[src/rtl/adxl345_pkg.sv]
// Shared definitions for the ADXL345 SPI responder: register map, reset values,
// FSM state encoding and the debug view.
package adxl345_pkg;

  localparam logic [7:0] DEVID_DEFAULT = 8'hE5;

  localparam logic [5:0] ADDR_DEVID       = 6'h00;
  localparam logic [5:0] ADDR_BW_RATE     = 6'h2C;
  localparam logic [5:0] ADDR_POWER_CTL   = 6'h2D;
  localparam logic [5:0] ADDR_INT_ENABLE  = 6'h2E;
  localparam logic [5:0] ADDR_INT_MAP     = 6'h2F;
  localparam logic [5:0] ADDR_INT_SOURCE  = 6'h30;
  localparam logic [5:0] ADDR_DATA_FORMAT = 6'h31;
  localparam logic [5:0] ADDR_DATAX0      = 6'h32;
  localparam logic [5:0] ADDR_DATAZ1      = 6'h37;

  localparam logic [7:0] RST_BW_RATE     = 8'h0A;
  localparam logic [7:0] RST_POWER_CTL   = 8'h00;
  localparam logic [7:0] RST_INT_ENABLE  = 8'h00;
  localparam logic [7:0] RST_INT_MAP     = 8'h00;
  localparam logic [7:0] RST_DATA_FORMAT = 8'h00;

  typedef enum logic [2:0] {IDLE, CMD, RD, WR, IGNORE} state_e;

  typedef struct packed {
    state_e state;
    logic   cs_lvl;
    logic   sclk_lvl;
    logic   mosi_toggle;
  } dbg_t;

  function automatic logic is_data_addr(input logic [5:0] a);
    return (a >= ADDR_DATAX0) && (a <= ADDR_DATAZ1);
  endfunction

endpackage

[src/rtl/adxl345_spi_responder_if.sv]
// Pin bundle of the ADXL345 responder: 4-wire SPI (mode 3), sample inputs, interrupts.
interface adxl345_spi_responder_if;
  // sample_valid is a one-cycle strobe with no ready: the responder always accepts it.
  // SPI pins have no handshake; the master owns sclk/cs/mosi, the responder owns miso/oe.
  logic        spi_sclk;
  logic        spi_cs;
  logic        spi_mosi;
  logic        spi_miso;
  logic        spi_miso_oe;
  logic [15:0] sample_x;
  logic [15:0] sample_y;
  logic [15:0] sample_z;
  logic        sample_valid;
  logic        int1;
  logic        int2;
  logic        busy;

  modport master (
    output spi_sclk, spi_cs, spi_mosi, sample_x, sample_y, sample_z, sample_valid,
    input  spi_miso, spi_miso_oe, int1, int2, busy
  );

  modport slave (
    input  spi_sclk, spi_cs, spi_mosi, sample_x, sample_y, sample_z, sample_valid,
    output spi_miso, spi_miso_oe, int1, int2, busy
  );
endinterface

[src/rtl/spi_edge_sync.sv]
// Multi-flop synchronizer with rise/fall pulses; edges are suppressed until the
// chain has refilled after reset so a pin held active through reset is not seen as an edge.
module spi_edge_sync #(
  parameter int   STAGES = 2,
  parameter logic INIT   = 1'b0
) (
  input  logic clk_i,
  input  logic rst_ni,
  input  logic din_i,
  output logic level_o,
  output logic rise_o,
  output logic fall_o
);

  logic [STAGES-1:0] sync_q;
  logic              prev_q;
  logic [STAGES:0]   fill_q;

  always_ff @(posedge clk_i or negedge rst_ni) begin
    if (!rst_ni) begin
      sync_q <= {STAGES{INIT}};
      prev_q <= INIT;
      fill_q <= '0;
    end else begin
      sync_q <= {sync_q[STAGES-2:0], din_i};
      prev_q <= sync_q[STAGES-1];
      fill_q <= {fill_q[STAGES-1:0], 1'b1};
    end
  end

  assign level_o = sync_q[STAGES-1];
  assign rise_o  = fill_q[STAGES] & level_o & ~prev_q;
  assign fall_o  = fill_q[STAGES] & ~level_o & prev_q;

endmodule

[src/rtl/adxl345_spi_responder.sv]
// ADXL345 SPI (mode 3) register-file responder with DATA_READY capture.
// Optional feature macro: ADXL_RESP_INT_EN (writable INT_ENABLE/INT_MAP, int1/int2 outputs).
module adxl345_spi_responder
  import adxl345_pkg::*;
#(
  parameter logic [7:0] DEVID       = DEVID_DEFAULT,
  parameter int         SYNC_STAGES = 2
) (
  input  logic                     sys_clk,
  input  logic                     reset_n,
  adxl345_spi_responder_if.slave   bus,
  output dbg_t                     dbg_o
);

  logic sclk_lvl, sclk_rise, sclk_fall;
  logic cs_lvl, cs_rise, cs_fall;
  logic mosi_lvl, mosi_rise, mosi_fall;

  spi_edge_sync #(.STAGES(SYNC_STAGES), .INIT(1'b1)) u_sync_sclk (
    .clk_i(sys_clk), .rst_ni(reset_n), .din_i(bus.spi_sclk),
    .level_o(sclk_lvl), .rise_o(sclk_rise), .fall_o(sclk_fall));
  spi_edge_sync #(.STAGES(SYNC_STAGES), .INIT(1'b1)) u_sync_cs (
    .clk_i(sys_clk), .rst_ni(reset_n), .din_i(bus.spi_cs),
    .level_o(cs_lvl), .rise_o(cs_rise), .fall_o(cs_fall));
  spi_edge_sync #(.STAGES(SYNC_STAGES), .INIT(1'b0)) u_sync_mosi (
    .clk_i(sys_clk), .rst_ni(reset_n), .din_i(bus.spi_mosi),
    .level_o(mosi_lvl), .rise_o(mosi_rise), .fall_o(mosi_fall));

  state_e      state_q, state_d;
  logic [2:0]  bit_cnt_q, bit_cnt_d;
  logic [7:0]  rx_q, rx_d, tx_q, tx_d;
  logic [5:0]  addr_q, addr_d;
  logic        mb_q, mb_d, miso_q, miso_d;
  logic        drdy_q, drdy_d, rd_data_q, rd_data_d;
  logic [7:0]  bw_rate_q, bw_rate_d, power_ctl_q, power_ctl_d, data_format_q, data_format_d;
  logic [47:0] shadow_q, shadow_d, snap_q, snap_d;
`ifdef ADXL_RESP_INT_EN
  logic [7:0]  int_enable_q, int_enable_d, int_map_q, int_map_d;
  logic        int1_q, int2_q;
`endif

  logic [7:0] rx_next, rd_byte;
  logic [5:0] load_addr;
  logic       capture, write_en;

  assign rx_next   = {rx_q[6:0], mosi_lvl};
  // The byte loaded at a boundary is either the command's address or the next burst address.
  assign load_addr = (state_q == CMD) ? rx_next[5:0] : addr_q + 6'd1;
  assign capture   = bus.sample_valid & power_ctl_q[3];

  always_comb begin : read_mux
    rd_byte = 8'h00;
    case (load_addr)
      ADDR_DEVID:         rd_byte = DEVID;
      ADDR_BW_RATE:       rd_byte = bw_rate_q;
      ADDR_POWER_CTL:     rd_byte = power_ctl_q;
`ifdef ADXL_RESP_INT_EN
      ADDR_INT_ENABLE:    rd_byte = int_enable_q;
      ADDR_INT_MAP:       rd_byte = int_map_q;
`endif
      ADDR_INT_SOURCE:    rd_byte = {drdy_q, 5'b00000, 2'b10};
      ADDR_DATA_FORMAT:   rd_byte = data_format_q;
      ADDR_DATAX0:        rd_byte = snap_q[7:0];
      ADDR_DATAX0 + 6'd1: rd_byte = snap_q[15:8];
      ADDR_DATAX0 + 6'd2: rd_byte = snap_q[23:16];
      ADDR_DATAX0 + 6'd3: rd_byte = snap_q[31:24];
      ADDR_DATAX0 + 6'd4: rd_byte = snap_q[39:32];
      ADDR_DATAZ1:        rd_byte = snap_q[47:40];
      default:            rd_byte = 8'h00;
    endcase
  end

  always_comb begin : next_state
    state_d = state_q;   bit_cnt_d = bit_cnt_q; rx_d = rx_q;   tx_d = tx_q;
    addr_d  = addr_q;    mb_d = mb_q;           miso_d = miso_q;
    drdy_d  = drdy_q;    rd_data_d = rd_data_q; shadow_d = shadow_q; snap_d = snap_q;
    bw_rate_d = bw_rate_q; power_ctl_d = power_ctl_q; data_format_d = data_format_q;
`ifdef ADXL_RESP_INT_EN
    int_enable_d = int_enable_q; int_map_d = int_map_q;
`endif
    write_en = 1'b0;

    if (capture) shadow_d = {bus.sample_z, bus.sample_y, bus.sample_x};

    if (cs_fall) begin
      state_d = CMD; bit_cnt_d = '0; miso_d = 1'b0; tx_d = '0; rd_data_d = 1'b0;
      snap_d  = shadow_d;
    end else if (cs_rise) begin
      state_d = IDLE; bit_cnt_d = '0; miso_d = 1'b0;
      if (rd_data_q) drdy_d = 1'b0;
    end else if (state_q != IDLE) begin
      if (sclk_fall) begin
        miso_d = (state_q == RD) ? tx_q[7] : 1'b0;
        if (state_q == RD) tx_d = {tx_q[6:0], 1'b0};
      end
      if (sclk_rise) begin
        rx_d      = rx_next;
        bit_cnt_d = bit_cnt_q + 3'd1;
        if (bit_cnt_q == 3'd7) begin
          case (state_q)
            CMD: begin
              mb_d   = rx_next[6];
              addr_d = rx_next[5:0];
              if (rx_next[7]) begin
                state_d = RD;
                tx_d    = rd_byte;
              end else begin
                state_d = WR;
              end
            end
            RD: begin
              if (is_data_addr(addr_q)) rd_data_d = 1'b1;
              if (mb_q) begin
                addr_d = load_addr;
                tx_d   = rd_byte;
              end else begin
                state_d = IGNORE;
                tx_d    = '0;
              end
            end
            WR: begin
              write_en = 1'b1;
              if (mb_q) addr_d = load_addr;
              else      state_d = IGNORE;
            end
            default: ;
          endcase
        end
      end
    end

    if (write_en) begin
      case (addr_q)
        ADDR_BW_RATE:     bw_rate_d     = rx_next;
        ADDR_POWER_CTL:   power_ctl_d   = rx_next;
        ADDR_DATA_FORMAT: data_format_d = rx_next;
`ifdef ADXL_RESP_INT_EN
        ADDR_INT_ENABLE:  int_enable_d  = rx_next;
        ADDR_INT_MAP:     int_map_d     = rx_next;
`endif
        default: ;
      endcase
    end

    // A capture in the same cycle as the end-of-read clear must leave DATA_READY set.
    if (capture) drdy_d = 1'b1;
  end

  always_ff @(posedge sys_clk or negedge reset_n) begin
    if (!reset_n) begin
      state_q <= IDLE;   bit_cnt_q <= '0; rx_q <= '0; tx_q <= '0;
      addr_q  <= '0;     mb_q <= 1'b0;    miso_q <= 1'b0;
      drdy_q  <= 1'b0;   rd_data_q <= 1'b0;
      shadow_q <= '0;    snap_q <= '0;
      bw_rate_q <= RST_BW_RATE; power_ctl_q <= RST_POWER_CTL; data_format_q <= RST_DATA_FORMAT;
    end else begin
      state_q <= state_d; bit_cnt_q <= bit_cnt_d; rx_q <= rx_d; tx_q <= tx_d;
      addr_q  <= addr_d;  mb_q <= mb_d;           miso_q <= miso_d;
      drdy_q  <= drdy_d;  rd_data_q <= rd_data_d;
      shadow_q <= shadow_d; snap_q <= snap_d;
      bw_rate_q <= bw_rate_d; power_ctl_q <= power_ctl_d; data_format_q <= data_format_d;
    end
  end

`ifdef ADXL_RESP_INT_EN
  always_ff @(posedge sys_clk or negedge reset_n) begin
    if (!reset_n) begin
      int_enable_q <= RST_INT_ENABLE; int_map_q <= RST_INT_MAP;
      int1_q <= 1'b0; int2_q <= 1'b0;
    end else begin
      int_enable_q <= int_enable_d; int_map_q <= int_map_d;
      int1_q <= drdy_q & int_enable_q[7] & ~int_map_q[7];
      int2_q <= drdy_q & int_enable_q[7] &  int_map_q[7];
    end
  end
  assign bus.int1 = int1_q;
  assign bus.int2 = int2_q;
`else
  assign bus.int1 = 1'b0;
  assign bus.int2 = 1'b0;
`endif

  assign bus.busy        = ~cs_lvl & (state_q != IDLE);
  assign bus.spi_miso_oe = ~cs_lvl & (state_q != IDLE);
  assign bus.spi_miso    = miso_q;
  assign dbg_o           = {state_q, cs_lvl, sclk_lvl, mosi_rise | mosi_fall};

endmodule
[src/flat_wrapper.sv]
// flat-port wrapper written by rule: the top's interface ports become plain ports
module adxl345_spi_responder_flat import adxl345_pkg::*;
#(
  parameter logic [7:0] DEVID       = DEVID_DEFAULT,
  parameter int         SYNC_STAGES = 2
)
  (sys_clk, reset_n, dbg_o, bus_spi_sclk, bus_spi_cs, bus_spi_mosi, bus_sample_x, bus_sample_y, bus_sample_z, bus_sample_valid, bus_spi_miso, bus_spi_miso_oe, bus_int1, bus_int2, bus_busy);
  adxl345_spi_responder_if bus_i ();
  input  logic sys_clk;
  input  logic reset_n;
  output dbg_t dbg_o;
  input wire logic [$bits(bus_i.spi_sclk)-1:0] bus_spi_sclk;
  input wire logic [$bits(bus_i.spi_cs)-1:0] bus_spi_cs;
  input wire logic [$bits(bus_i.spi_mosi)-1:0] bus_spi_mosi;
  input wire logic [$bits(bus_i.sample_x)-1:0] bus_sample_x;
  input wire logic [$bits(bus_i.sample_y)-1:0] bus_sample_y;
  input wire logic [$bits(bus_i.sample_z)-1:0] bus_sample_z;
  input wire logic [$bits(bus_i.sample_valid)-1:0] bus_sample_valid;
  output wire logic [$bits(bus_i.spi_miso)-1:0] bus_spi_miso;
  output wire logic [$bits(bus_i.spi_miso_oe)-1:0] bus_spi_miso_oe;
  output wire logic [$bits(bus_i.int1)-1:0] bus_int1;
  output wire logic [$bits(bus_i.int2)-1:0] bus_int2;
  output wire logic [$bits(bus_i.busy)-1:0] bus_busy;
  assign bus_i.spi_sclk = bus_spi_sclk;
  assign bus_i.spi_cs = bus_spi_cs;
  assign bus_i.spi_mosi = bus_spi_mosi;
  assign bus_i.sample_x = bus_sample_x;
  assign bus_i.sample_y = bus_sample_y;
  assign bus_i.sample_z = bus_sample_z;
  assign bus_i.sample_valid = bus_sample_valid;
  assign bus_spi_miso = bus_i.spi_miso;
  assign bus_spi_miso_oe = bus_i.spi_miso_oe;
  assign bus_int1 = bus_i.int1;
  assign bus_int2 = bus_i.int2;
  assign bus_busy = bus_i.busy;
  adxl345_spi_responder #(.DEVID(DEVID), .SYNC_STAGES(SYNC_STAGES)) u_core (.sys_clk(sys_clk), .reset_n(reset_n), .bus(bus_i), .dbg_o(dbg_o));
endmodule
[config.mk]
export PLATFORM = sky130hd
export DESIGN_NAME = adxl345_spi_responder_flat
export DESIGN_NICKNAME = d
export VERILOG_FILES = /design/src/rtl/adxl345_pkg.sv /design/src/rtl/adxl345_spi_responder_if.sv /design/src/rtl/spi_edge_sync.sv /design/src/rtl/adxl345_spi_responder.sv /design/src/flat_wrapper.sv
export SDC_FILE = /design/constraint.sdc
export NUM_CORES = 1
export LEC_CHECK = 0
export ABC_AREA = 1
export BUFFER_PORTS_ARGS = -buffer_cell sky130_fd_sc_hd__buf_4
export CAP_MARGIN = 5
export CORE_MARGIN = 5
export CORE_UTILIZATION = 35
export DETAILED_ROUTE_END_ITERATION = 8
export HOLD_SLACK_MARGIN = 0.1
export PLACE_DENSITY = 0.52
export SLEW_MARGIN = 0
export SYNTH_ARGS = -nofsm -noshare
export SYNTH_HDL_FRONTEND = slang
export SYNTH_HIERARCHICAL = 1
export SYNTH_SLANG_ARGS = --single-unit
[constraint.sdc]
create_clock -name sys_clk -period 3.65 [get_ports sys_clk]
set_input_delay 0.365 -clock sys_clk [delete_from_list [all_inputs] [get_ports sys_clk]]
set_output_delay 0.365 -clock sys_clk [all_outputs]
set_load 0.01 [all_outputs]
Word level (Yosys, flattened, before mapping)
Cells that the tools add are included.
W data, S select, Z words.
- $lt $le $gt $ge: 2
- add/subtract/negate cells: 2
- eq/ne operators: 21
- bitwise logic cells: 23
- mux-type cells: 49
- reduce and logical (&&, ||, !) cells: 29
- operators by type and width (operator ; number):
    $pmux W8 S11 ; 1
    $eq A6 B6 Y1 const B ; 13
    $mux W8 ; 9
    $mux W48 ; 1
    $mux W3 ; 10
    $mux W1 ; 23
    $pmux W8 S2 ; 1
    $reduce_bool A2 Y1 ; 8
    $reduce_bool A3 Y1 ; 5
    $and A1 B1 Y1 ; 14
    $mux W6 ; 2
    $pmux W6 S2 ; 1
    $reduce_and A2 Y1 ; 6
    $reduce_and A6 Y1 ; 2
    $not A1 Y1 ; 8
    $reduce_and A7 Y1 ; 1
    $add A6 B1 Y6 const B ; 1
    $eq A3 B2 Y1 const B ; 2
    $ge A6 B6 Y1 const B ; 1
    $le A6 B6 Y1 const B ; 1
    $logic_not A6 Y1 ; 1
    $pmux W3 S2 ; 1
    $reduce_and A5 Y1 ; 1
    $ne A2 B2 Y1 const B ; 2
    11 further kinds ; 11
- input bits: 54
- logic and storage cells: 149
- register bits after elaboration: 169
- output and inout bits: 11

Depth between registers and ports, before layout
Gate-level depths: netlist (run 1).
- depth in word-level cells: 11
- gate-level depth with buffers: 17
- gate-level depth less buffers: 16

Cells and area by module
The synthesis (run 1) kept the hierarchy.
- modules (own cells, without submodules) (module ; area each (um2) ; cells each ; seq. area each (um2) ; times used):
    adxl345_spi_responder ; 7392.1 ; 898 ; 3781.1 ; 1
    spi_edge_sync at u_core.u_sync_cs ... ; 172.7 ; 11 ; 153.9 ; 2
    spi_edge_sync at u_core.u_sync_mosi ; 168.9 ; 11 ; 150.1 ; 1

Least setup slack after synthesis (run 1)
OpenSTA, ideal clock, no wires.
- kind: reg-to-reg
- start point: register u_core.addr_q[0]
- end point: register u_core.tx_q[1]
- stages on the path, launching flop included: 17
- data arrival time: 1.895 ns
- slack: 1.638 ns
- setup time: 0.117 ns
- clock period less this slack: 2.012 ns
- path buffers: 0
- data required time: 3.533 ns
- cells stage by stage: dfrtp_1 -> inv_1 -> ha_1 -> inv_1 -> nand2_1 -> o21ai_2 -> inv_1 -> nand2_1 -> nor2_4 -> nand2_1 -> nand2_1 -> nor2_4 -> a21boi_1 -> nand2_1 -> nand2_1 -> nand2_1 -> nand2_1
- longest elaborated chain between the ends: 11
- elaborated cells between the ends (all ways): 22
- classes of those cells: add/sub: 1; eq/ne: 10; mux: 10; reduce/logical: 1
- ends and longest elaborated chain (what ; RTL line ; RTL):
    start, declared ; adxl345_spi_responder.sv:32 ; logic [5:0] addr_q, addr_d;
    start signal, assigned ; adxl345_spi_responder.sv:158 ; addr_q <= addr_d; mb_q <= mb_d; miso_q <= miso_d;
    $add A6 B1 Y6 * ; adxl345_spi_responder.sv:48 ; assign load_addr = (state_q == CMD) ? rx_next[5:0] : addr_q + 6'd1;
    $mux W6 * ; adxl345_spi_responder.sv:48 ;
    $eq A6 B6 Y1 or $logic_not A6 Y1 (tied branches) ; adxl345_spi_responder.sv:53 ; case (load_addr)
    $pmux W8 S11 * ; adxl345_spi_responder.sv:53 ;
    $mux W8, on equally long branches ; adxl345_spi_responder.sv:113, adxl345_spi_responder.sv:104 ;
    $pmux W8 S2 * ; adxl345_spi_responder.sv:100 ; case (state_q)
    $mux W8 * ; adxl345_spi_responder.sv:99 ; if (bit_cnt_q == 3'd7) begin
    $mux W8 * ; adxl345_spi_responder.sv:96 ; if (sclk_rise) begin
    $mux W8 * ; adxl345_spi_responder.sv:91 ; end else if (state_q != IDLE) begin
    $mux W8 * ; adxl345_spi_responder.sv:88 ; end else if (cs_rise) begin
    $mux W8 * ; adxl345_spi_responder.sv:85 ; if (cs_fall) begin
    end signal, assigned ; adxl345_spi_responder.sv:157 ; state_q <= state_d; bit_cnt_q <= bit_cnt_d; rx_q <= rx_d; tx_q <= tx_d;
    end, declared ; adxl345_spi_responder.sv:31 ; logic [7:0] rx_q, rx_d, tx_q, tx_d;
Every way passes the cells marked *; elsewhere a longest branch is shown, timed or not. The select of a mux whose other input is x is not followed.
A chain may end at the register's enable or synchronous reset.

Final worst setup path (run 1)
- start point: register u_core.addr_q[2]
- end point: register u_core.tx_q[6]
The elaborated chain is that of the path after synthesis.

==> summary.md, run 1 <==
| Metric | Value |
|---|---|
| Final wirelength | `between 20000 and 25000 um` |
| Top cells by area, synth | `dfrtp_1 (51%), nand2_1 (11%), nand3_1 (5.8%)` |
| Tot GR Track Use | `16.5%` |
| Initial Util | `a little over a third` |
| Detail Placement HPWL | `roughly 14000 um` |
| Post-synthesis adder-cell area fraction | `less than 1%` |
| Synth area leader | `dfrtp_1` |
| Setup crit end kind | `flop` |
| Antenna-violating nets left | `0` |
| Cell Area, Synth | `slightly below 0.008 mm^2` |
| Worst VDD drop | `0.236 mV` |
| Max-Cap Viols | `0` |
| Initial antenna violation count | `0` |
| Largest net degree at the start of global routing | `95` |
| Net count, final | `between 1000 and 1500` |
| Startpoint types | `flop` |
| DRC Markers | `0` |
| Data required, critical path | `roughly 4.0 ns` |
| Final hold vios | `0` |
| GR peak layer | `met1` |
| ANT cells | `0` |
| CTS buffer count | `17` |
| EDFF count, synth | `0` |
| Static leakage | `~0.0044 uW` |
| YS warnings | `6` |
| GP Congestion | `~0.84` |
| DR WL/cell | `15.7 um` |
| Port bufs | `62` |
| Global-route wire length before repair | `around 34000 um` |
| Synth cell types | `40` |
| Synth Area in Compound Gates | `11.6%` |
| Synth Instances | `around 930` |
| Post-synth top area share | `roughly half` |
| RSZ-0062 raised after global routing | `false` |
| Endpoints failing setup | `0` |
| Fmax | `around 0.40 GHz` |
| Met3 Use GR | `between 3 and 4%` |
| Hold Crit Class | `input port to flop` |
| Sequential element share of the synthesized area | `between 50 and 60%` |
| Most common cell in the netlist | `nand2_1` |
| Core Area | `roughly 0.022 mm^2` |
| Mean Syn Cell Area | `about 8.5 um^2` |
| Via density per instance | `~5` |
| Total grt overflow | `0` |
| Die Wd | `160 um` |
| CTS root buffer | `clkbuf_16` |
| Power, Total | `about 4300 uW` |
| DIE AREA | `0.0257 mm^2` |
| Async S/R FF share, synth | `100%` |
| #FFs+latches synth | `roughly 170` |
| Top cells by count, synth | `nand2_1 (230), dfrtp_1 (161), nand3_1 (92), o21ai_0 (92), nor2_1 (81)` |
| H-Tree Depth | `4` |
| Setup TNS | `0 ns` |
| Clock slew at the register clock pins of the worst setup and hold paths | `approximately 0.07 ns` |
| Slew Limit Fails | `0` |
| CTS tree | `built` |
| Clk_lat worst skew | `approximately 0.42 ns` |
| Drt pass-1 iters | `5` |
| Largest family of logic cells by synthesized area | `simple AND/OR/NAND/NOR gates` |
| Initial DRC count | `between 200 and 300` |
| Core Rows | `55` |
| Clock tree buffer depth | `2` |
| Crit path time final | `about 2.5 ns` |
| Proportion of synthesized area in mux cells | `~3.4%` |
| Area grow syn2layout | `16.6%` |
| Max transition margin | `32.5%` |
| Max Fanout on Critical Path | `20` |
| Slew at the pin with the worst max-slew slack | `between 1 and 1.5 ns` |
| Setup Skew | `between 0.01 and 0.015 ns` |
| Pwr per Cell Area | `around 460 mW/mm^2` |
| Vias in the first global route | `roughly 6200` |
| IO Pins | `between 60 and 70` |
| XOR/XNOR Fraction of Synth Area | `0.111%` |
| Synth Area in Simple Gates | `a little under a quarter` |
| Met1 usage in global routing | `25.0%` |
| Share of layout cells above drive strength 1 | `between 10% and 20%` |
| Met2 Use GR | `about a quarter` |
| Crit share post-route | `68.6%` |
| Clock sink count | `roughly 170` |
| Die Ht | `around 160 um` |
| Outcome | `finished clean` |
| Worst path arrival time | `2.87 ns` |
| Via count | `6272` |
| Top FF cell, synth | `dfrtp_1` |
| Critical path type | `flop to flop` |
power by group:
part	internal [uW]	leakage, uW	total, uW	switching [uW]
clock network	1050	0.000277	1800	751
logic	137	0.00184	453	316
registers	1950	0.00224	2020	69.0
total	3140	0.00436	4270	1140
layout make-up:
| type | count | area (um^2) |
|---|---|---|
| Fill cell | 2298 | 13200 |
| Sequential cell | 169 | 4240 |
| Multi-Input combinational cell | 637 | 3160 |
| Timing Repair Buffer | 72 | 567 |
| Clock buffer | 22 | 464 |
| Tap cell | 285 | 357 |
| Inverter | 85 | 319 |
| Clock inverter | 10 | 119 |
worst paths after layout:
| path | from | endpoint | cells past startpoint | slack, ns |
|---|---|---|---|---|
| worst min-delay path | bus_sample_x[1] | u_core/shadow_q[1]$_DFF_PN0_ | 2 | 0.19 |
| worst max-delay path | u_core/addr_q[2]$_DFFE_PN0P_ | u_core/tx_q[6]$_DFFE_PN0P_ | 16 | 1.15 |
| min in group asynchronous | reset_n | u_core/shadow_q[20]$_DFF_PN0_ | 2 | 0.52 |
| max in group asynchronous | reset_n | u_core/u_sync_sclk/prev_q$_DFF_PN1_ | 3 | 2.23 |
| worst min register to register | u_core/u_sync_mosi/sync_q[0]$_DFF_PN0_ | u_core/u_sync_mosi/sync_q[1]$_DFF_PN0_ | 0 | 0.35 |
| worst max register to register | u_core/addr_q[2]$_DFFE_PN0P_ | u_core/tx_q[6]$_DFFE_PN0P_ | 16 | 1.15 |
worst max-delay path, stage by stage (launching register included):
cell and delay, ns:
dfrtp_1 0.43, nand2_1 0.15, clkinv_1 0.15, nand3_1 0.11, nand2_1 0.06, nand2_1 0.09
nand2_2 0.11, nor2_4 0.39, buf_4 0.31, nand3_1 0.12, o21ai_1 0.12, nor2_1 0.07
nand3_1 0.08, nand2_1 0.07, nand2_1 0.07, nand2_1 0.05, nand2_1 0.05
flip-flops by register name, indices dropped and copies added, names as in the netlist, 2 cells and up:
register,count
u_core/u_sync_cs/sync_q,2
u_core/u_sync_mosi/fill_q,3
u_core/u_sync_sclk/sync_q,2
u_core/rx_q,7
u_core/shadow_q,48
u_core/u_sync_sclk/fill_q,3
u_core/bit_cnt_q,3
u_core/u_sync_cs/fill_q,3
u_core/addr_q,6
u_core/state_q,3
u_core/bw_rate_q,8
u_core/tx_q,8
u_core/data_format_q,8
u_core/u_sync_mosi/sync_q,2
u_core/snap_q,48
u_core/power_ctl_q,8
cell families (layout without fill, tap and decap cells):
group / after synthesis / in the layout
AO/OA/AOI/OAI: 166 / 166
XOR/XNOR: 1 / 1
adder cells (fa/ha/maj): 6 / 6
buffers and inverters: 126 / 189
flip-flops: 169 / 169
multiplexers: 24 / 24
other: 4 / 5
AND/OR/NAND/NOR: 435 / 435
routing by layer:
metal	vias to the layer above	wire, um
met5	-	0
met2	108	8700
met3	15	795
met4	0	229
met1	3004	10400
li1	3145	-
stage by stage:
step | instance area, um^2 | util, % | std cells | hold WS (ns) | setup slack [ns]
finish | 9220 | 41.1 | 1280 | 0.186 | 1.15
floorplan | 7910 | - | 932 | 0.0694 | 1.64
global route | 9220 | 41.1 | 1280 | 0.170 | 0.883
global placement | 8600 | 38.3 | 1244 | 0.331 | 1.16
detailed placement | 8600 | 38.3 | 1244 | 0.335 | 1.17
CTS | 9220 | 41.1 | 1280 | 0.165 | 1.16
placed cells by master, fill, tap and decap left out, types with 5 or more instances in the layout:
master | synthesis | final
nor2_4 | 5 | 6
a31oi_1 | 25 | 25
nand3_1 | 92 | 92
dfrtp_1 | 161 | 161
conb_1 | 4 | 5
nor2_1 | 81 | 80
a21oi_1 | 12 | 12
nand2_2 | 7 | 8
buf_4 | 6 | 66
inv_1 | 80 | 80
o21ai_0 | 92 | 92
nor3_1 | 6 | 6
nand2_1 | 230 | 229
clkbuf_16 | 0 | 17
mux2_2 | 24 | 24
nor2_2 | 6 | 6
dfstp_2 | 8 | 8
a21boi_1 | 7 | 7
ha_1 | 6 | 6
o21ai_1 | 17 | 17
timing repair:
item,CTS,global route
hold buffers,4,0
setup buffers,0,0
gates resized for setup,0,0
endpoints found under the hold margin,71,0
Power figures use the tool's default switching activity.
==> inputs of run 2 (changes only) <==
clock period = 2.46 ns   (was 3.65 ns; I/O delays follow)
==> run 2 against run 1 <==
Cell area up 8.3%. Largest cell class unchanged. Flip-flop and latch count stayed put. Clock power increased by 57%. Register-to-register slack lost 0.94 ns. Routed wire length is 2.3% higher. Worst setup slack got worse by 0.94 ns. Combinational power grew 77%.
==> summary.md, run 2 (synthesis gave the netlist of run 1 again) <==
| Metric | Value |
|---|---|
| Core Area | `0.0224 mm^2 (unchanged)` |
| Worst VDD drop | `0.389 mV (was 0.236 mV)` |
| Antenna-violating nets left | `0 (unchanged)` |
| Data required, critical path | `2.78 ns (was 4.01 ns)` |
| Worst path arrival time | `2.57 ns (was 2.87 ns)` |
| RSZ-0062 raised after global routing | `false (unchanged)` |
| Core Rows | `55 (unchanged)` |
| Global-route wire length before repair | `34600 um (was 34000 um)` |
| Initial antenna violation count | `0 (unchanged)` |
| Reg2reg setup slack | `0.21 ns (was 1.15 ns)` |
| Startpoint types | `flop (unchanged)` |
| Detail Placement HPWL | `14700 um (was 14500 um)` |
| Outcome | `finished clean (unchanged)` |
| Slew Limit Fails | `0 (unchanged)` |
| Commonest non-fill, non-tap cell in the layout | `nand2_1 (unchanged)` |
| GP Congestion | `0.882 (was 0.841)` |
| Vias in the first global route | `6425 (was 6206)` |
| Max transition margin | `52.1% (was 32.5%)` |
| Most frequent cells in the layout | `nand2_1 (226), dfrtp_1 (159), nand3_1 (92), o21ai_0 (92), buf_4 (89) (was nand2_1 (229), dfrtp_1 (161), nand3_1 (92), o21ai_0 (92))` |
| Setup crit end kind | `flop (unchanged)` |
| CTS root buffer | `clkbuf_16 (unchanged)` |
| Hold EP | `u_core/shadow_q[16]$_DFF_PN0_ (was u_core/shadow_q[1]$_DFF_PN0_)` |
| Max-Cap Viols | `0 (unchanged)` |
| Crit share post-route | `91.6% (was 68.6%)` |
| Dpl cells | `1267 (was 1244)` |
| Drt pass-1 iters | `5 (unchanged)` |
| Multi-input gate area | `0.00318 mm^2 (was 0.00316 mm^2)` |
| Endpoints failing setup | `0 (unchanged)` |
| Pwr per Cell Area | `662 mW/mm^2 (was 463 mW/mm^2)` |
| IO Pins | `65 (unchanged)` |
| Post-route setup slack | `0.206 ns (was 1.15 ns)` |
| Place WS | `0.103 ns (was 1.17 ns)` |
| Worst R2R End | `u_core/tx_q[4]$_DFFE_PN0P_ (was u_core/tx_q[6]$_DFFE_PN0P_)` |
| Largest net degree at the start of global routing | `102 (was 95)` |
| Final hold vios | `0 (unchanged)` |
| Min-delay src | `bus_sample_y[0] (was bus_sample_x[1])` |
| Tot GR Track Use | `16.7% (was 16.5%)` |
| Final wirelength | `20600 um (was 20100 um)` |
| Largest regs | `u_core/shadow_q (48), u_core/snap_q (48) (unchanged)` |
| H-Tree Depth | `4 (unchanged)` |
| Die Ht | `160 um (unchanged)` |
| Clock sink count | `169 (unchanged)` |
| Die Wd | `160 um (unchanged)` |
| Port bufs | `62 (unchanged)` |
| CTS buffer count | `17 (unchanged)` |
| Clock tree buffer depth | `2 (unchanged)` |
| DIE AREA | `0.0257 mm^2 (unchanged)` |
| Hold Crit Class | `input port to flop (unchanged)` |
| CTS tree | `built (unchanged)` |
| Area grow syn2layout | `26.4% (was 16.6%)` |
| Clock slew at the register clock pins of the worst setup and hold paths | `0.07 ns (about the same)` |
| DR WL/cell | `15.2 um (was 15.7 um)` |
| Clk_lat worst skew | `0.43 ns (was 0.42 ns)` |
| Total grt overflow | `0 (unchanged)` |
| Via count | `6467 (was 6272)` |
| Cells on worst reg2reg path | `16 (unchanged)` |
| Worst r2r src | `u_core/addr_q[1]$_DFFE_PN0P_ (was u_core/addr_q[2]$_DFFE_PN0P_)` |
| DRC Markers | `0 (unchanged)` |
| ANT cells | `0 (unchanged)` |
| Hold Path Cell Cnt | `3 (was 2)` |
| Via density per instance | `4.78 (was 4.90)` |
| Net count, final | `1114 (was 1042)` |
| Non-Filler Instances | `1352 (was 1280)` |
| Fmax | `0.444 GHz (was 0.400 GHz)` |
| Setup Skew | `0.0110 ns (was 0.0113 ns)` |
| Critical path type | `flop to flop (unchanged)` |
| # fillers | `2223 (was 2298)` |
| Initial Util | `35.2% (unchanged)` |
| Reg area | `0.00424 mm^2 (about the same)` |
| Crit path time final | `2.25 ns (was 2.50 ns)` |
| Initial DRC count | `367 (was 295)` |
| Share of layout cells above drive strength 1 | `18.4% (was 16.1%)` |
| Static leakage | `0.00472 uW (was 0.00436 uW)` |
| Max Fanout on Critical Path | `8 (was 20)` |
| Setup TNS | `0 ns (unchanged)` |
| Slew at the pin with the worst max-slew slack | `0.716 ns (was 1.01 ns)` |
run 2: timing repair:
action	CTS	global route
endpoints found under the setup margin	0	8
hold buffers	49	0
gates resized for setup	0	10
buffers inserted	0	4
endpoints found under the hold margin	111	0
run 2: worst max-delay path: stages (launching register included):
cell      delay, ns
dfrtp_2        0.45
inv_1          0.11
ha_1           0.23
inv_1          0.06
nand2_1        0.05
o21ai_2        0.12
inv_1          0.13
nand2_2        0.13
nor2_4         0.07
nand2_1        0.14
nand2_1        0.12
nor2_4         0.19
a21boi_1       0.09
nand2_1        0.08
nand2_1        0.06
nand2_1        0.06
nand2_1        0.04
run 2: layer usage:
layer / track usage [%] / wire (um) / up-vias
met5: 0 / 0 / -
met4: 5.08 / 321 / 0
met3: 2.69 / 798 / 19
met2: 25.8 / 9270 / 120
met1: 24.3 / 10200 / 3044
li1: - / - / 3284
run 2: power by group:
part | internal [uW] | leakage [uW] | switching [uW]
combinational | 308 | 0.00218 | 491
clock | 1660 | 0.000305 | 1150
sequential | 2900 | 0.00224 | 103
total | 4870 | 0.00472 | 1750
run 2: worst max path at each step:
| stage | startpoint | endpoint | slack [ns] | cells past startpoint |
|---|---|---|---|---|
| 5_1_grt | u_core/addr_q[1]$_DFFE_PN0P_ | u_core/tx_q[4]$_DFFE_PN0P_ | 0.004 | 16 |
| 6_report | u_core/addr_q[1]$_DFFE_PN0P_ | u_core/tx_q[4]$_DFFE_PN0P_ | 0.21 | 16 |
| 4_1_cts | u_core/addr_q[0]$_DFFE_PN0P_ | u_core/tx_q[2]$_DFFE_PN0P_ | 0.09 | 16 |
| 2_1_floorplan | u_core/addr_q[0]$_DFFE_PN0P_ | u_core/tx_q[1]$_DFFE_PN0P_ | 0.45 | 16 |
| 3_3_place_gp | u_core/addr_q[0]$_DFFE_PN0P_ | u_core/tx_q[6]$_DFFE_PN0P_ | 0.13 | 16 |
| 3_5_place_dp | u_core/addr_q[0]$_DFFE_PN0P_ | u_core/tx_q[2]$_DFFE_PN0P_ | 0.10 | 16 |
run 2: area by class of cell:
cell class | instances | area share (%)
clock inverters | 12 | 1.74
flip-flops and latches | 169 | 42.5
repair buffers | 144 | 12.7
well taps | 285 | 3.57
inverters | 85 | 3.19
multi-input cells | 637 | 31.9
clock buffers | 20 | 4.47
run 2: metrics by stage:
stage                     hold slack (ns)  util, %  cell area [um^2]  power (uW)
final                               0.117     44.5              9990        6610
after global routing                0.112     44.5              9990        6940
after CTS                           0.109     44.2              9920        6690
after detailed placement            0.315     39.3              8810        3770
after global placement              0.313     39.3              8810        3770
after floorplan                   -0.0496        -              7910        3430
==> inputs of run 3 (changes only) <==
PLACE_DENSITY = 0.53   (was 0.52)
SYNTH_HIERARCHICAL = unset   (was 1)
==> run 3 against run 2 <==
Hold slack got worse by 0.011 ns. Power decreased by 4.8%. Largest power group unchanged. Worst setup slack got worse by 0.10 ns.
==> summary.md, run 3 <==
| Metric | Value |
|---|---|
| Sequential Power Share | `45.7% (was 45.3%)` |
| Critical path type | `flop to flop (unchanged)` |
| Max transition margin | `55.8% (was 52.1%)` |
| IO Pins | `65 (unchanged)` |
| Async S/R FF share, synth | `100% (unchanged)` |
| Worst r2r src | `u_core.state_q[2]$_DFFE_PN0P_ (was u_core/addr_q[1]$_DFFE_PN0P_)` |
| YS warnings | `0 (was 6)` |
| DRC Markers | `0 (unchanged)` |
| DR WL/cell | `15.1 um (was 15.2 um)` |
| Max-Cap Viols | `0 (unchanged)` |
| Startpoint types | `flop (unchanged)` |
| Final wirelength | `20100 um (was 20600 um)` |
| CTS buffer count | `17 (unchanged)` |
| Worst path arrival time | `2.71 ns (was 2.57 ns)` |
| H-Tree Depth | `4 (unchanged)` |
| Setup Skew | `0.0118 ns (was 0.0110 ns)` |
| GR peak layer | `met2 (unchanged)` |
| Sw frac | `26.7% (was 26.4%)` |
| Switching pwr | `1680 uW (was 1750 uW)` |
| Setup crit end kind | `flop (unchanged)` |
| Non-Filler Cell Area, Final | `0.00972 mm^2 (was 0.00999 mm^2)` |
| Core Area | `0.0212 mm^2 (was 0.0224 mm^2)` |
| Vias in the first global route | `6331 (was 6425)` |
| Met3 Use GR | `3.11% (was 2.69%)` |
| Sequential element share of the synthesized area | `54.1% (was 53.6%)` |
| Power, Total | `6300 uW (was 6610 uW)` |
| Global-route wire length before repair | `33000 um (was 34600 um)` |
| Drt pass-1 iters | `5 (unchanged)` |
| Post-synth top area share | `51.3% (was 51.0%)` |
| Commonest non-fill, non-tap cell in the layout | `nand2_1 (unchanged)` |
| Synth cell types | `36 (was 40)` |
| Die Wd | `157 um (was 160 um)` |
| Cell Area, Synth | `0.00756 mm^2 (was 0.00791 mm^2)` |
| Via density per instance | `4.80 (was 4.78)` |
| Area after DPL | `0.00851 mm^2 (was 0.00881 mm^2)` |
| Hold Crit Class | `input port to flop (unchanged)` |
| Clock sink count | `163 (was 169)` |
| Endpoints failing setup | `0 (unchanged)` |
| Top FF cell, synth | `dfrtp_1 (unchanged)` |
| Clock slew at the register clock pins of the worst setup and hold paths | `0.07 ns (about the same)` |
| Largest regs | `u_core.shadow_q (48), u_core.snap_q (48) (was u_core/shadow_q (48), u_core/snap_q (48))` |
| CTS root buffer | `clkbuf_16 (unchanged)` |
| CTS tree | `built (unchanged)` |
| Crit share post-route | `95.8% (was 91.6%)` |
| Port bufs | `62 (unchanged)` |
| Tot GR Track Use | `17.1% (was 16.7%)` |
| Hold Path Cell Cnt | `3 (unchanged)` |
| Crit path time final | `2.36 ns (was 2.25 ns)` |
| Setup TNS | `0 ns (unchanged)` |
| Gate power share | `10.4% (was 12.1%)` |
| GP Congestion | `0.886 (was 0.882)` |
| Min-delay src | `bus_sample_z[7] (was bus_sample_y[0])` |
| Most common cell in the netlist | `nand2_1 (unchanged)` |
| Met1 usage in global routing | `23.8% (was 24.3%)` |
| Slew Limit Fails | `0 (unchanged)` |
| Top cells by count, synth | `nand2_1 (269), dfrtp_1 (155), nor2_1 (85), inv_1 (80), o21ai_0 (78) (was nand2_1 (230), dfrtp_1 (161), nand3_1 (92), o21ai_0 (92), nor2_1 (81))` |
| Total grt overflow | `0 (unchanged)` |
| Initial Util | `35.7% (was 35.2%)` |
| Initial antenna violation count | `0 (unchanged)` |
| Slew at the pin with the worst max-slew slack | `0.661 ns (was 0.716 ns)` |
| Outcome | `finished clean (unchanged)` |
| Area grow syn2layout | `28.5% (was 26.4%)` |
| EDFF count, synth | `0 (unchanged)` |
| DIE AREA | `0.0246 mm^2 (was 0.0257 mm^2)` |
| Cells on worst reg2reg path | `13 (was 16)` |
| Clk_lat worst skew | `0.43 ns (about the same)` |
| Max Fanout on Critical Path | `7 (was 8)` |
| Detail Placement HPWL | `14200 um (was 14700 um)` |
| RSZ-0062 raised after global routing | `true (was false)` |
| Internal | `4620 uW (was 4870 uW)` |
| Synth area leader | `dfrtp_1 (unchanged)` |
| Antenna-violating nets left | `0 (unchanged)` |
| #FFs+latches synth | `163 (was 169)` |
| Largest net degree at the start of global routing | `65 (was 102)` |
| Via count | `6398 (was 6467)` |
| ANT cells | `0 (unchanged)` |
| Most frequent cells in the layout | `nand2_1 (265), dfrtp_1 (153), buf_4 (99), nor2_1 (78), o21ai_0 (77) (was nand2_1 (226), dfrtp_1 (159), nand3_1 (92), o21ai_0 (92), buf_4 (89))` |
| Mean Syn Cell Area | `8.30 um^2 (was 8.49 um^2)` |
| Static leakage | `0.00484 uW (was 0.00472 uW)` |
| Fmax | `0.424 GHz (was 0.444 GHz)` |
| Initial DRC count | `329 (was 367)` |
| Top cells by area, synth | `dfrtp_1 (51%), nand2_1 (13%), o21ai_0 (5.2%) (was dfrtp_1 (51%), nand2_1 (11%), nand3_1 (5.8%))` |
| Net count, final | `1107 (was 1114)` |
| Share of layout cells above drive strength 1 | `19.0% (was 18.4%)` |
| Worst VDD drop | `0.418 mV (was 0.389 mV)` |
| Met2 Use GR | `27.8% (was 25.8%)` |
| Pwr per Cell Area | `648 mW/mm^2 (was 662 mW/mm^2)` |
| Die Ht | `157 um (was 160 um)` |
| Clock power frac | `43.9% (was 42.6%)` |
| Critical Path Start | `u_core.state_q[2]$_DFFE_PN0P_ (was u_core/addr_q[1]$_DFFE_PN0P_)` |
| Final hold vios | `0 (unchanged)` |
| Clock tree buffer depth | `2 (unchanged)` |
| Core Rows | `53 (was 55)` |
| Data required, critical path | `2.81 ns (was 2.78 ns)` |
| Synth Instances | `911 (was 931)` |
[run 3: power by group through the flow]
stage	combinational (uW)	clock [uW]	sequential, uW
4_1_cts	642	2830	2880
6_report	654	2770	2880
3_5_place_dp	569	0	2930
5_1_grt	730	2940	2890
2_1_floorplan	288	0	2900
3_3_place_gp	569	0	2930
[run 3: layout make-up]
cell class / instances / area, um^2
Timing Repair Buffer: 150 / 1280
Clock buffer: 17 / 425
Clock inverter: 15 / 191
Multi-Input combinational cell: 628 / 3060
Inverter: 86 / 328
Fill cell: 2070 / 11400
Sequential cell: 163 / 4090
Tap cell: 275 / 344
[run 3: metal layers]
layer  vias up  wire, um
met1      3030      9700
met4         0       180
met5         -         0
met3        15       723
li1       3239         -
met2       114      9510
[run 3: cells by family (layout without fill, tap and decap cells)]
kind of cell / after synthesis / after routing / synth area share (%)
AND/OR/NAND/NOR: 449 / 450 / 24.2
flip-flops: 163 / 163 / 54.1
AO/OA/AOI/OAI: 145 / 145 / 10.5
buffers and inverters: 122 / 268 / 6.54
multiplexers: 23 / 23 / 3.39
adder cells (fa/ha/maj): 7 / 7 / 1.16
other: 2 / 3 / 0.0993
[run 3: final timing paths]
path	slack (ns)	endpoint
min reg2reg	0.35	u_core.u_sync_sclk.fill_q[1]$_DFF_PN0_
min	0.11	u_core.shadow_q[39]$_DFF_PN0_
max	0.10	u_core.tx_q[0]$_DFFE_PN0P_
max in group asynchronous	1.38	u_core.u_sync_cs.sync_q[1]$_DFF_PN1_
max reg2reg	0.10	u_core.tx_q[0]$_DFFE_PN0P_
min in group asynchronous	0.34	u_core.shadow_q[20]$_DFF_PN0_
[run 3: what timing repair did]
item / 4_1_cts / 5_1_grt
hold buffers: 45 / 0
cloned: 1 / 1
endpoints found under the setup margin: 13 / 23
resized for setup: 6 / 21
pin swaps: 1 / 1
hold endpoints to repair: 94 / 0
buffers inserted: 2 / 5
[run 3: worst max-delay path, stage by stage, from the launching register on]
cell and delay, ns:
dfrtp_1 0.42, inv_2 0.14, nand3_4 0.15, o21ai_1 0.29
nand2_1 0.17, nor2_2 0.19, nand2_1 0.20, o21ai_1 0.23
nor2_1 0.09, nand2_1 0.08, nand2_1 0.06, nand2_1 0.07
nand2_1 0.06, a21oi_1 0.12
[run 3: through the flow]
step | hold slack (ns) | worst slack, ns | utilization, % | std cells
after global routing | 0.117 | -0.0253 | 45.9 | 1334
final | 0.106 | 0.102 | 45.9 | 1334
after CTS | 0.100 | 0.00107 | 45.5 | 1328
after global placement | 0.250 | -0.0507 | 40.2 | 1248
after floorplan | -0.0496 | 0.464 | - | 912
after detailed placement | 0.249 | -0.0586 | 40.2 | 1248
